===== src/rtl/c7bcsr_defs.sv =====
// rtl/c7bcsr_defs.sv - shared CSR addresses and timer field positions for c7bcsr
package c7bcsr_defs;

    localparam int TIMER_BIT_DEF = 30;

    localparam logic [13:0] ADDR_TCFG  = 14'h41;
    localparam logic [13:0] ADDR_TVAL  = 14'h42;
    localparam logic [13:0] ADDR_TICLR = 14'h44;

    localparam int TCFG_EN_BIT       = 0;
    localparam int TCFG_PERIODIC_BIT = 1;
    localparam int TCFG_INITVAL_LSB  = 2;

    localparam int TICLR_CLR_BIT = 0;

endpackage


===== src/rtl/c7bcsr_tmrctl.sv =====
// rtl/c7bcsr_tmrctl.sv - TCFG/TICLR decode, timer control strobes and sticky TI pending
module c7bcsr_tmrctl
    import c7bcsr_defs::*;
#(
    parameter int TIMER_BIT = TIMER_BIT_DEF
) (
    input  logic                   clk,
    input  logic                   resetn,
    input  logic                   csr_wen,
    input  logic [13:0]            csr_waddr,
    input  logic [31:0]            csr_wdata,
    input  logic [13:0]            csr_raddr,
    output logic [31:0]            csr_rdata,
    input  logic [TIMER_BIT+1:0]   timeval,
    input  logic                   intr,
    output logic                   tmr_en,
    output logic                   tmr_periodic,
    output logic [TIMER_BIT-1:0]   tmr_initval,
    output logic                   tmr_init,
    output logic                   ti_pending
);

    localparam int TW = TIMER_BIT + 2;

    logic [TW-1:0] r_tcfg;
    logic          r_init;
    logic          r_pending;

    logic          w_tcfg_we;
    logic          w_ticlr_clr;
    logic          w_oneshot_stop;
    logic          w_unused_wdata;

    assign w_tcfg_we      = csr_wen && (csr_waddr == ADDR_TCFG);
    assign w_ticlr_clr    = csr_wen && (csr_waddr == ADDR_TICLR) && csr_wdata[TICLR_CLR_BIT];
    assign w_oneshot_stop = intr && !r_tcfg[TCFG_PERIODIC_BIT];
    // Upper write-data bits beyond the TCFG width are intentionally dropped.
    assign w_unused_wdata = ^csr_wdata;

    always_ff @(posedge clk or negedge resetn) begin
        if (!resetn) begin
            r_tcfg    <= '0;
            r_init    <= 1'b0;
            r_pending <= 1'b0;
        end else begin
            // A software write takes priority over the one-shot auto-disable.
            if (w_tcfg_we) begin
                r_tcfg <= csr_wdata[TW-1:0];
            end else if (w_oneshot_stop) begin
                r_tcfg[TCFG_EN_BIT] <= 1'b0;
            end
            r_init <= w_tcfg_we;
            // Expiry wins over a coincident clear so no interrupt is lost.
            if (intr) begin
                r_pending <= 1'b1;
            end else if (w_ticlr_clr) begin
                r_pending <= 1'b0;
            end
        end
    end

    assign tmr_en       = r_tcfg[TCFG_EN_BIT];
    assign tmr_periodic = r_tcfg[TCFG_PERIODIC_BIT];
    assign tmr_initval  = r_tcfg[TW-1:TCFG_INITVAL_LSB];
    assign tmr_init     = r_init;
    assign ti_pending   = r_pending;

    always_comb begin
        csr_rdata = '0;
        case (csr_raddr)
            ADDR_TCFG:  csr_rdata[TW-1:0] = r_tcfg;
            ADDR_TVAL:  csr_rdata[TW-1:0] = timeval;
            ADDR_TICLR: csr_rdata = '0;
            default:    csr_rdata = '0;
        endcase
    end

endmodule

===== config.mk =====
export PLATFORM = sky130hd
export DESIGN_NAME = c7bcsr_tmrctl
export DESIGN_NICKNAME = d
export VERILOG_FILES = /design/src/rtl/c7bcsr_defs.sv /design/src/rtl/c7bcsr_tmrctl.sv
export SDC_FILE = /design/constraint.sdc
export NUM_CORES = 1
export LEC_CHECK = 0
export BUFFER_PORTS_ARGS = -buffer_cell sky130_fd_sc_hd__buf_2
export CAP_MARGIN = 0
export CORE_ASPECT_RATIO = 1.1
export CORE_MARGIN = 4
export CORE_UTILIZATION = 40
export CTS_CLUSTER_SIZE = 14
export DETAILED_ROUTE_END_ITERATION = 6
export PLACE_DENSITY_LB_ADDON = 0.2
export SETUP_SLACK_MARGIN = 0.4
export SLEW_MARGIN = 20
export SYNTH_ARGS = -nofsm -noshare
export SYNTH_HDL_FRONTEND = slang
export SYNTH_SLANG_ARGS = --single-unit

===== constraint.sdc =====
create_clock -name clk -period 2 [get_ports clk]
set_input_delay 0.2 -clock clk [delete_from_list [all_inputs] [get_ports clk]]
set_output_delay 0.2 -clock clk [all_outputs]
set_load 0.1 [all_outputs]

==> flow_summary.toml, run 1 <==
[clock_network]
clk_latency_ps = 280
cts_max_path_buffers = 2
htreeDepth = 2
clock-root-buffer = "clkbuf_8"
clock-sinks = 34
cts_tree = "built"
path_clk_slew_ps = 70
cts_buffers = 5

[yosys]
yosysSeqAreaShare_pct = 44.3
yosys_warnings = 0
ys_types = 24
synth_cells = 163
yosys.area.top_type = "dfrtp_1"
syn_nets = 259
synth_top_area_share_pct = 44.3
synth_area_leaders = "dfrtp_1, mux2_4, a22oi_1, nor2_1, buf_12"
syn-cell-area_mm2 = 0.00192
avgSynthCellArea_um2 = 11.8
synth_seq_cells = 34

[drt]
first_pass_iters = 4
drtIter0Drc = 104
routed_wl_mm = 7.28
routed_via_density = 5.40
ant_nets = 0
wire_per_inst_um = 18.8
drc = 0
vias = 2086

[critical_path]
end_kind = "primary output"
critPathMaxStageDelay_ps = 320
cp_cell_sequence = "buf_2 > nor4b_4 > nand3_4 > buf_16 > nor2_4 > buf_12"
slowest_stage = "nor4b_4"
crit_path_start_kind = "input port"
required_ps = 1800
r2r_slack_ps = 1180
rr_worst_depth = 1
critPathKind = "input port to primary output"
cp_data_arrival_time_ps = 1380
worst-path-buf-inv = 3
timing.rr.end = "r_tcfg[9]"
cp_top_family = "simple AND/OR/NAND/NOR gates"
crit_fanout = 16
worstReg2RegStart = "r_tcfg[9]"

[die]
fp.dieW_um = 74.1
coreArea_mm2 = 0.00465
die-area_mm2 = 0.00598
die_h_um = 80.7
io_pins = 162
start_util_pct = 41.3
num_rows = 26

[power_and_ir_drop]
power.density_mw_per_mm2 = 399
max-vdd-ir-drop_uv = 415
swShare_pct = 23.5
power.switching_mw = 0.358
p_int_mw = 1.16
power.total_mw = 1.52
pwr-share-clk_pct = 40.2
p_seq_share_pct = 45.2
combPwrFrac_pct = 14.6
leakagePower_nw = 1.69

[hold_path]
min_to = "r_tcfg[26]"
holdPathStages = 2
worstHoldStart = "csr_wdata[26]"
hold_path_class = "input port to flip-flop"

[job]
drv_cap = 0

[sta]
fmax_mhz = 634
relSlewSlack_pct = 50.6
final.min_clock_period_ps = 1580
rsz0062_at_grt = "yes"
setup_slack_ps = 423
tightestPinTransition_ps = 742
drv_slew = 0
final_hold_viol_count = 0
finalSetupViolations = 0
finalCritPeriodShare_pct = 78.9
clock_skew_ps = 0.0728

[final_layout]
final_common_cell = "buf_2"
final_cell_count_no_fill = 386
final_nets = 425
syn2layout_area_growth_pct = 98.5
layout_common_cells = "buf_2, buf_12, a22oi_1, nor2_4, dfrtp_2"
drive_gt1_share_pct = 86.4
fill_cells = 262
diodes = 0

[global_routing]
grt_pass1_wl_mm = 10.3
grt_max_degree = 35
grt_pass1_vias = 2132
antenna_found_initial = 0
grt_overflow = 0
grt_use_total_pct = 23.0

[place]
hpwl_mm = 5.15
io_buffers = 161
dp_slack_ps = -126
dp.cells = 369
place.gp.congestion = 0.747

[status]
status = "finished clean"
cell usage after synthesis, drive strengths merged:
cell    number
a22oi       32
and4         1
buf          4
clkbuf      11
dfrtp       34
inv          2
mux2        31
mux2i        1
nand2        1
nand3        1
nand3b       1
nand4b       1
nor2        32
nor2b        2
nor3         1
nor4         3
nor4b        2
nor4bb       1
o21ai        1
o32a         1
worst max-delay path by stage:
stage,depth (start not counted),to,slack [ps],from
5_1_grt,6,csr_rdata[0],390,csr_raddr[5]
6_report,6,csr_rdata[0],420,csr_raddr[9]
4_1_cts,6,csr_rdata[0],400,csr_raddr[5]
3_3_place_gp,6,csr_rdata[5],-30,csr_raddr[1]
3_5_place_dp,6,csr_rdata[1],-130,csr_raddr[1]
2_1_floorplan,4,csr_rdata[11],410,csr_raddr[9]
sequential cells by signal, indices dropped and copies added (netlist names):
register / flops
r_tcfg: 32
ti_pending: 1
tmr_init: 1
cell families (layout without fill, tap and decap cells):
kind of cell           count (synthesis)  count (layout)  share of synthesized area, %
multiplexers                          32              32                          24.2
flip-flops                            34              34                          44.3
AO/OA/AOI/OAI                         34              34                          13.3
AND/OR/NAND/NOR                       46              48                          12.0
buffers and inverters                 17             182                          6.25
per-layer routing:
layer / share of wire [%] / global-route usage (%) / vias to the layer above
met4: 2.3 / 9.06 / 0
met2: 55 / 41.6 / 119
met3: 9.9 / 6.88 / 19
met5: 0 / 0 / -
li1: - / - / 930
met1: 33 / 24.3 / 1018
power groups by stage:
stage / Clock (mW) / Combinational, mW / Sequential, mW
2_1_floorplan: 0 / 0.0668 / 0.708
3_3_place_gp: 0 / 0.189 / 0.702
3_5_place_dp: 0 / 0.198 / 0.702
4_1_cts: 0.623 / 0.217 / 0.688
5_1_grt: 0.656 / 0.241 / 0.688
6_report: 0.612 / 0.222 / 0.689
area by class of cell:
type	instances	area, µm²	area share (%)
repair buffers	172	1440	37.9
multi-input cells	114	1290	33.9
flip-flops and latches	34	891	23.4
well taps	56	70.1	1.84
clock buffers	5	68.8	1.81
clock inverters	3	40.0	1.05
inverters	2	7.51	0.197
timing repair:
item / in CTS / in global routing
pin swaps: 0 / 1
setup endpoints to repair: 32 / 29
resized for setup: 3 / 6
setup buffers: 4 / 0
hold endpoints to repair: 11 / 0
cloned: 2 / 2
hold buffers: 1 / 0
stage by stage:
| step | hold WS (ps) | instance area (µm²) | util, % | setup TNS [ps] |
|---|---|---|---|---|
| finish | 147 | 3810 | 82.0 | 0 |
| global route | 136 | 3810 | 82.0 | 0 |
| CTS | 140 | 3740 | 80.5 | 0 |
| detailed placement | 304 | 3560 | 76.6 | -1330 |
| global placement | 302 | 3560 | 76.6 | -297 |
| floorplan | -95.6 | 2310 | - | 0 |
No activity file was read; power rests on OpenSTA's default activity.
==> inputs of run 2 (changes only) <==
--- a/config.mk
+++ b/config.mk
@@ -9,7 +9,7 @@
 export CAP_MARGIN = 0
 export CORE_ASPECT_RATIO = 1.1
 export CORE_MARGIN = 4
-export CORE_UTILIZATION = 40
+export CORE_UTILIZATION = 39
 export CTS_CLUSTER_SIZE = 14
 export DETAILED_ROUTE_END_ITERATION = 6
 export PLACE_DENSITY_LB_ADDON = 0.2
==> constraint.sdc (replaced) <==
create_clock -name clk -period 1.55 [get_ports clk]
set_input_delay 0.155 -clock clk [delete_from_list [all_inputs] [get_ports clk]]
set_output_delay 0.155 -clock clk [all_outputs]
set_load 0.1 [all_outputs]
==> run 2 against run 1 <==
  * The run now fails in global routing (5_1_grt)
  * Synthesized cell count stayed put
  * Synthesized area is the same
==> flow_summary.toml, run 2 <==
[yosys]
avgSynthCellArea_um2 = 11.8
yosys_most_used_dff = "dfrtp_1"
synth_top_area_share_pct = 44.3
async_flop_share_pct = 100
synth_cells = 163
yosysSeqAreaShare_pct = 44.3
syn-cell-area_mm2 = 0.00192
yosysMostFrequentCell = "dfrtp_1"
yosys.area.top_type = "dfrtp_1"
syn_nets = 259
synth_enable_flop_cells = 0
synth_seq_cells = 34
synthTopCellsByCount = "dfrtp_1, a22oi_1, nor2_1"
ys_types = 24
yosys_warnings = 0
synth_area_leaders = "dfrtp_1, mux2_4, a22oi_1, nor2_1, buf_12"

[clock_network]
clock-sinks = 34
cts_max_path_buffers = 2
clock-root-buffer = "clkbuf_8"
htreeDepth = 2
cts_buffers = 5

[sta]
worstEndpointType = "top-level output"
worst_endpoint = "csr_rdata[26]"

[place]
hpwl_mm = 5.63
io_buffers = 161
dp.cells = 373
place.gp.congestion = 0.812

[status]
status = "aborted with a tool error"
tool.error = "[ERROR DPL-0038] Utilization greater than 100%, impossible to legalize"
haltStage = "global routing (5_1_grt)"

[die]
die_h_um = 81.6
io_pins = 162
num_rows = 26
start_util_pct = 40.7
fp.dieW_um = 74.9

[global_routing]
grt_max_degree = 35
==> run 2: cell counts after synthesis <==
No cell type changed its count.
==> run 2: repair_timing <==
action / in CTS
buffers inserted: 6
setup endpoints to repair: 97
pin swaps: 4
gates cloned: 4
resized for setup: 110
hold buffers: 1
hold endpoints to repair: 34
==> run 2: logic make-up after synthesis <==
| group | share of synthesized area (%) |
|---|---|
| AND/OR/NAND/NOR | 12.0 |
| flip-flops | 44.3 |
| buffers and inverters | 6.25 |
| AO/OA/AOI/OAI | 13.3 |
| multiplexers | 24.2 |
==> run 2: per-stage QoR <==
stage / utilization [%] / hold slack (ps) / area [µm²] / setup slack (ps)
3_3_place_gp: 79.3 / 247 / 3740 / 53.3
3_5_place_dp: 79.3 / 275 / 3740 / 24.4
4_1_cts: 93.9 / 96.3 / 4430 / 145
2_1_floorplan: - / -141 / 2450 / 46.6
==> inputs of run 3 (changes only) <==
--- a/config.mk
+++ b/config.mk
@@ -7,13 +7,10 @@
 export LEC_CHECK = 0
 export BUFFER_PORTS_ARGS = -buffer_cell sky130_fd_sc_hd__buf_2
 export CAP_MARGIN = 0
-export CORE_ASPECT_RATIO = 1.1
 export CORE_MARGIN = 4
-export CORE_UTILIZATION = 39
-export CTS_CLUSTER_SIZE = 14
+export CORE_UTILIZATION = 25
 export DETAILED_ROUTE_END_ITERATION = 6
-export PLACE_DENSITY_LB_ADDON = 0.2
-export SETUP_SLACK_MARGIN = 0.4
+export PLACE_DENSITY_LB_ADDON = 0.15
 export SLEW_MARGIN = 20
 export SYNTH_ARGS = -nofsm -noshare
 export SYNTH_HDL_FRONTEND = slang
==> run 3 against run 2 <==
  * The flow now finishes without violations
==> flow_summary.toml, run 3 (synthesis gave the netlist of run 1 again) <==
[die]
coreArea_mm2 = 0.00737
die_h_um = 95.7
start_util_pct = 26.1
num_rows = 31
fp.dieW_um = 95.7
die-area_mm2 = 0.00915
io_pins = 162

[drt]
ant_nets = 0
first_pass_iters = 4
drtIter0Drc = 37
vias = 1971
wire_per_inst_um = 16.4
routed_wl_mm = 6.99
drc = 0
routed_via_density = 4.62

[clock_network]
cts_max_path_buffers = 2
cts_tree = "built"
clock-root-buffer = "clkbuf_8"
clock-sinks = 34
cts_buffers = 5
clk_latency_ps = 270
htreeDepth = 2
path_clk_slew_ps = 70

[final_layout]
syn2layout_area_growth_pct = 97.3
final_cell_count_no_fill = 427
layout_common_cells = "buf_2, buf_12, a22oi_1, nor2_4, dfrtp_2"
fill_cells = 661
multiInputGateArea_mm2 = 0.00125
drive_gt1_share_pct = 86.0
largest_register = "r_tcfg"
final_common_cell = "buf_2"
finalCoreUtilization_pct = 51.4
final_nets = 423
largest_register_ffs = 32
diodes = 0
finalInstanceArea_mm2 = 0.00379
seqCellArea_um2 = 891

[critical_path]
critPathKind = "input port to primary output"
end_kind = "primary output"
crit_fanout = 19
required_ps = 1390
crit_path_start_kind = "input port"
startpoint = "csr_raddr[10]"
worstReg2RegStart = "r_tcfg[31]"
cp_data_arrival_time_ps = 1260

[sta]
finalSetupViolations = 0
drv_slew = 0
fmax_mhz = 707
finalCritPeriodShare_pct = 91.3
rsz0062_at_grt = "no"
tightestPinTransition_ps = 506
clock_skew_ps = 0.175
final.min_clock_period_ps = 1410
final_hold_viol_count = 0
setup_slack_ps = 135
relSlewSlack_pct = 66.5

[job]
drv_cap = 0

[power_and_ir_drop]
power.total_mw = 1.81
power.density_mw_per_mm2 = 479
max-vdd-ir-drop_uv = 336
leakagePower_nw = 1.65

[global_routing]
grt_overflow = 0
grt_pass1_vias = 2114
grt_max_degree = 20
grt_pass1_wl_mm = 10.6
grt_use_total_pct = 15.0
antenna_found_initial = 0

[hold_path]
worstHoldStart = "csr_wdata[21]"
hold_path_class = "input port to flip-flop"

[place]
place.gp.congestion = 0.730
dp_slack_ps = -43.2
dp.cells = 418
hpwl_mm = 5.80
io_buffers = 161
placed_cell_area_mm2 = 0.00369

[status]
status = "finished clean"
==> run 3: area by class of cell <==
cell class                 instances  share of cell area, %
inverter                           2                  0.198
tap                               99                   3.27
clock buffer                       7                   2.28
multi-input combinational        112                   33.1
sequential                        34                   23.5
timing repair buffer             172                   37.5
clock inverter                     1                  0.132
==> run 3: per-layer routing <==
layer  vias to the layer above  GRT usage, %  wire [µm]  part of all wire (%)
li1                        923             -          -                     -
met1                       963          16.6       2600                    37
met2                        80          27.9       3720                    53
met3                         5          4.58        628                   9.0
met4                         0          3.20         42                  0.60
met5                         -             0          0                     0
==> run 3: worst paths after layout <==
| path | cells past startpoint | to | slack, ps |
|---|---|---|---|
| min in group asynchronous | 2 | tmr_init | 360 |
| max in group asynchronous | 3 | r_tcfg[23] | 570 |
| hold / removal | 2 | r_tcfg[21] | 100 |
| hold reg to reg | 1 | r_tcfg[16] | 530 |
| setup reg to reg | 1 | r_tcfg[31] | 740 |
| setup / recovery | 6 | csr_rdata[12] | 140 |
==> run 3: per-stage QoR <==
stage | hold WS (ps) | TNS (ps)
floorplan | -141 | 0
global placement | 134 | 0
detailed placement | 147 | -165
CTS | 88.0 | 0
global route | 88.5 | 0
finish | 104 | 0
==> run 3: timing repair <==
item / CTS / global route
hold buffers: 1 / 0
resized for setup: 0 / 0
endpoints found under the hold margin: 18 / 0
setup buffers: 0 / 0
==> run 3: critical path, cell delays in order <==
cell	delay [ps]
buf_2	110
nor4_4	320
nand3_4	130
buf_12	210
nor2_4	130
buf_12	180
==> run 3: report_power, final <==
group / switching, mW / internal, mW
logic: 0.133 / 0.129
registers: 0.000850 / 0.888
clock network: 0.304 / 0.358
total: 0.438 / 1.38
==> inputs of run 4 (changes only) <==
--- a/config.mk
+++ b/config.mk
@@ -10,7 +10,7 @@
 export CORE_MARGIN = 4
 export CORE_UTILIZATION = 25
 export DETAILED_ROUTE_END_ITERATION = 6
-export PLACE_DENSITY_LB_ADDON = 0.15
+export PLACE_DENSITY = 0.53
 export SLEW_MARGIN = 20
 export SYNTH_ARGS = -nofsm -noshare
 export SYNTH_HDL_FRONTEND = slang
==> run 4 against run 3 <==
  * Die area unchanged
  * Clock skew about the same
  * Non-clock buffer count up 1
  * Flip-flop and latch count unchanged
  * Fmax down 2.3%
  * Critical path depth unchanged
  * Via count down 1.2%
  * Count of clock-buffer cells in the layout down 1
  * Worst hold slack worse by 7.6 ps
  * First-iteration DRC count up 11%
  * Worst setup slack worse by 33 ps
  * Routed wire length down 5.3%
==> flow_summary.toml, run 4 (synthesis gave the netlist of run 1 again) <==
[final_layout]
diodes = 0
layout_common_cells = "buf_2, buf_12, a22oi_1, nor2_4, dfrtp_2"
final_nets = 424
largest_register_ffs = 32
final_common_cell = "buf_2"
largest_register = "r_tcfg"
finalCoreUtilization_pct = 51.8
finalInstanceArea_mm2 = 0.00382
syn2layout_area_growth_pct = 98.8
final_cell_count_no_fill = 427
drive_gt1_share_pct = 86.3

[critical_path]
crit_path_start_kind = "input port"
end_kind = "primary output"
cp_cell_sequence = "buf_2 > nor4_4 > nand3_4 > buf_12 > nor2_4 > buf_12"
worstReg2RegStart = "r_tcfg[1]"
cp_top_family = "simple AND/OR/NAND/NOR gates"
r2r_slack_ps = 740
cp_data_arrival_time_ps = 1290
timing.rr.end = "r_tcfg[1]"
path_depth = 6
critPathKind = "input port to primary output"
critPathMaxStageDelay_ps = 310
slowest_stage = "nor4_4"
timing.critical_path.mode_cell = "buf_12"
rr_worst_depth = 1
required_ps = 1390
crit_fanout = 21
worst-path-buf-inv = 3

[clock_network]
path_clk_slew_ps = 70
clock-root-buffer = "clkbuf_8"
cts_max_path_buffers = 2
clk_latency_ps = 280
cts_tree = "built"
post_cts_buffers = 0
cts_buffers = 5
clock-sinks = 34
htreeDepth = 2

[sta]
fin_hold_ws_ps = 96.1
tightestPinTransition_ps = 624
rsz0062_at_grt = "no"
finalSetupViolations = 0
relSlewSlack_pct = 58.4
finalCritPeriodShare_pct = 93.4
final_hold_viol_count = 0
final.min_clock_period_ps = 1450
drv_slew = 0
fmax_mhz = 691
clock_skew_ps = 0.0506

[die]
coreArea_mm2 = 0.00737
io_pins = 162
num_rows = 31
start_util_pct = 26.1
fp.dieW_um = 95.7
die_h_um = 95.7
die-area_mm2 = 0.00915

[drt]
vias = 1947
top_layer_used = "met4"
ant_nets = 0
routed_via_density = 4.56
first_pass_iters = 4
routed_wl_mm = 6.62
wl_met2_mm = 3.39
wire_per_inst_um = 15.5
drtIter0Drc = 41
dr_wl_met3_um = 684
wl_met1_mm = 2.47
drc = 0

[hold_path]
min_to = "r_tcfg[5]"
worstHoldStart = "csr_wdata[5]"
holdPathStages = 2
hold_path_class = "input port to flip-flop"

[power_and_ir_drop]
p_seq_share_pct = 45.0
pwr-share-clk_pct = 41.7
p_int_mw = 1.53
power.switching_mw = 0.441
combPwrFrac_pct = 13.2
power.density_mw_per_mm2 = 517
power.total_mw = 1.97
swShare_pct = 22.3
leakagePower_nw = 1.66
max-vdd-ir-drop_uv = 345

[global_routing]
grt_pass1_vias = 2119
grt_overflow = 0
grt_max_degree = 28
grt_pass1_wl_mm = 10.5
antenna_found_initial = 0
grt_use_total_pct = 14.9

[status]
status = "finished clean"

[place]
placed_cell_area_mm2 = 0.00369
dp.cells = 419
hpwl_mm = 5.40
place.gp.congestion = 0.752
io_buffers = 161

[job]
drv_cap = 0
## run 4: per-stage QoR
stage / setup WS, ps / TNS [ps]
2_1_floorplan: 7.54 / 0
3_3_place_gp: 7.29 / 0
3_5_place_dp: -24.9 / -65.5
4_1_cts: 82.9 / 0
5_1_grt: 26.6 / 0
6_report: 103 / 0
## run 4: power by group through the flow
stage	registers [mW]	logic, mW	clock network [mW]
global placement	0.905	0.255	0
detailed placement	0.905	0.262	0
global route	0.888	0.288	0.886
finish	0.889	0.261	0.824
floorplan	0.913	0.0852	0
CTS	0.888	0.265	0.849
## run 4: worst max-delay path by stage
| stage | startpoint | endpoint | slack (ps) |
|---|---|---|---|
| final | csr_raddr[5] | csr_rdata[18] | 100 |
| after global routing | csr_raddr[5] | csr_rdata[2] | 30 |
| after floorplan | r_tcfg[1] | csr_rdata[1] | 8 |
| after global placement | csr_waddr[1] | r_tcfg[20] | 7 |
| after CTS | csr_raddr[5] | csr_rdata[2] | 80 |
| after detailed placement | csr_waddr[1] | r_tcfg[19] | -20 |
## run 4: repair_timing
action	CTS	global route
hold buffers	1	0
hold endpoints to repair	25	0
gates resized for setup	0	0
## run 4: routing by layer
| layer | global-route usage (%) | vias to the layer above |
|---|---|---|
| met3 | 5.05 | 5 |
| li1 | - | 926 |
| met2 | 26.8 | 100 |
| met5 | 0 | - |
| met1 | 16.6 | 916 |
| met4 | 3.91 | 0 |
## run 4: final cells by class
cell class	count	area [µm²]
Inverter	2	7.51
Multi-Input combinational cell	112	1250
Sequential cell	34	891
Clock inverter	1	30.0
Tap cell	99	124
Fill cell	672	3550
Timing Repair Buffer	173	1430
Clock buffer	6	82.6
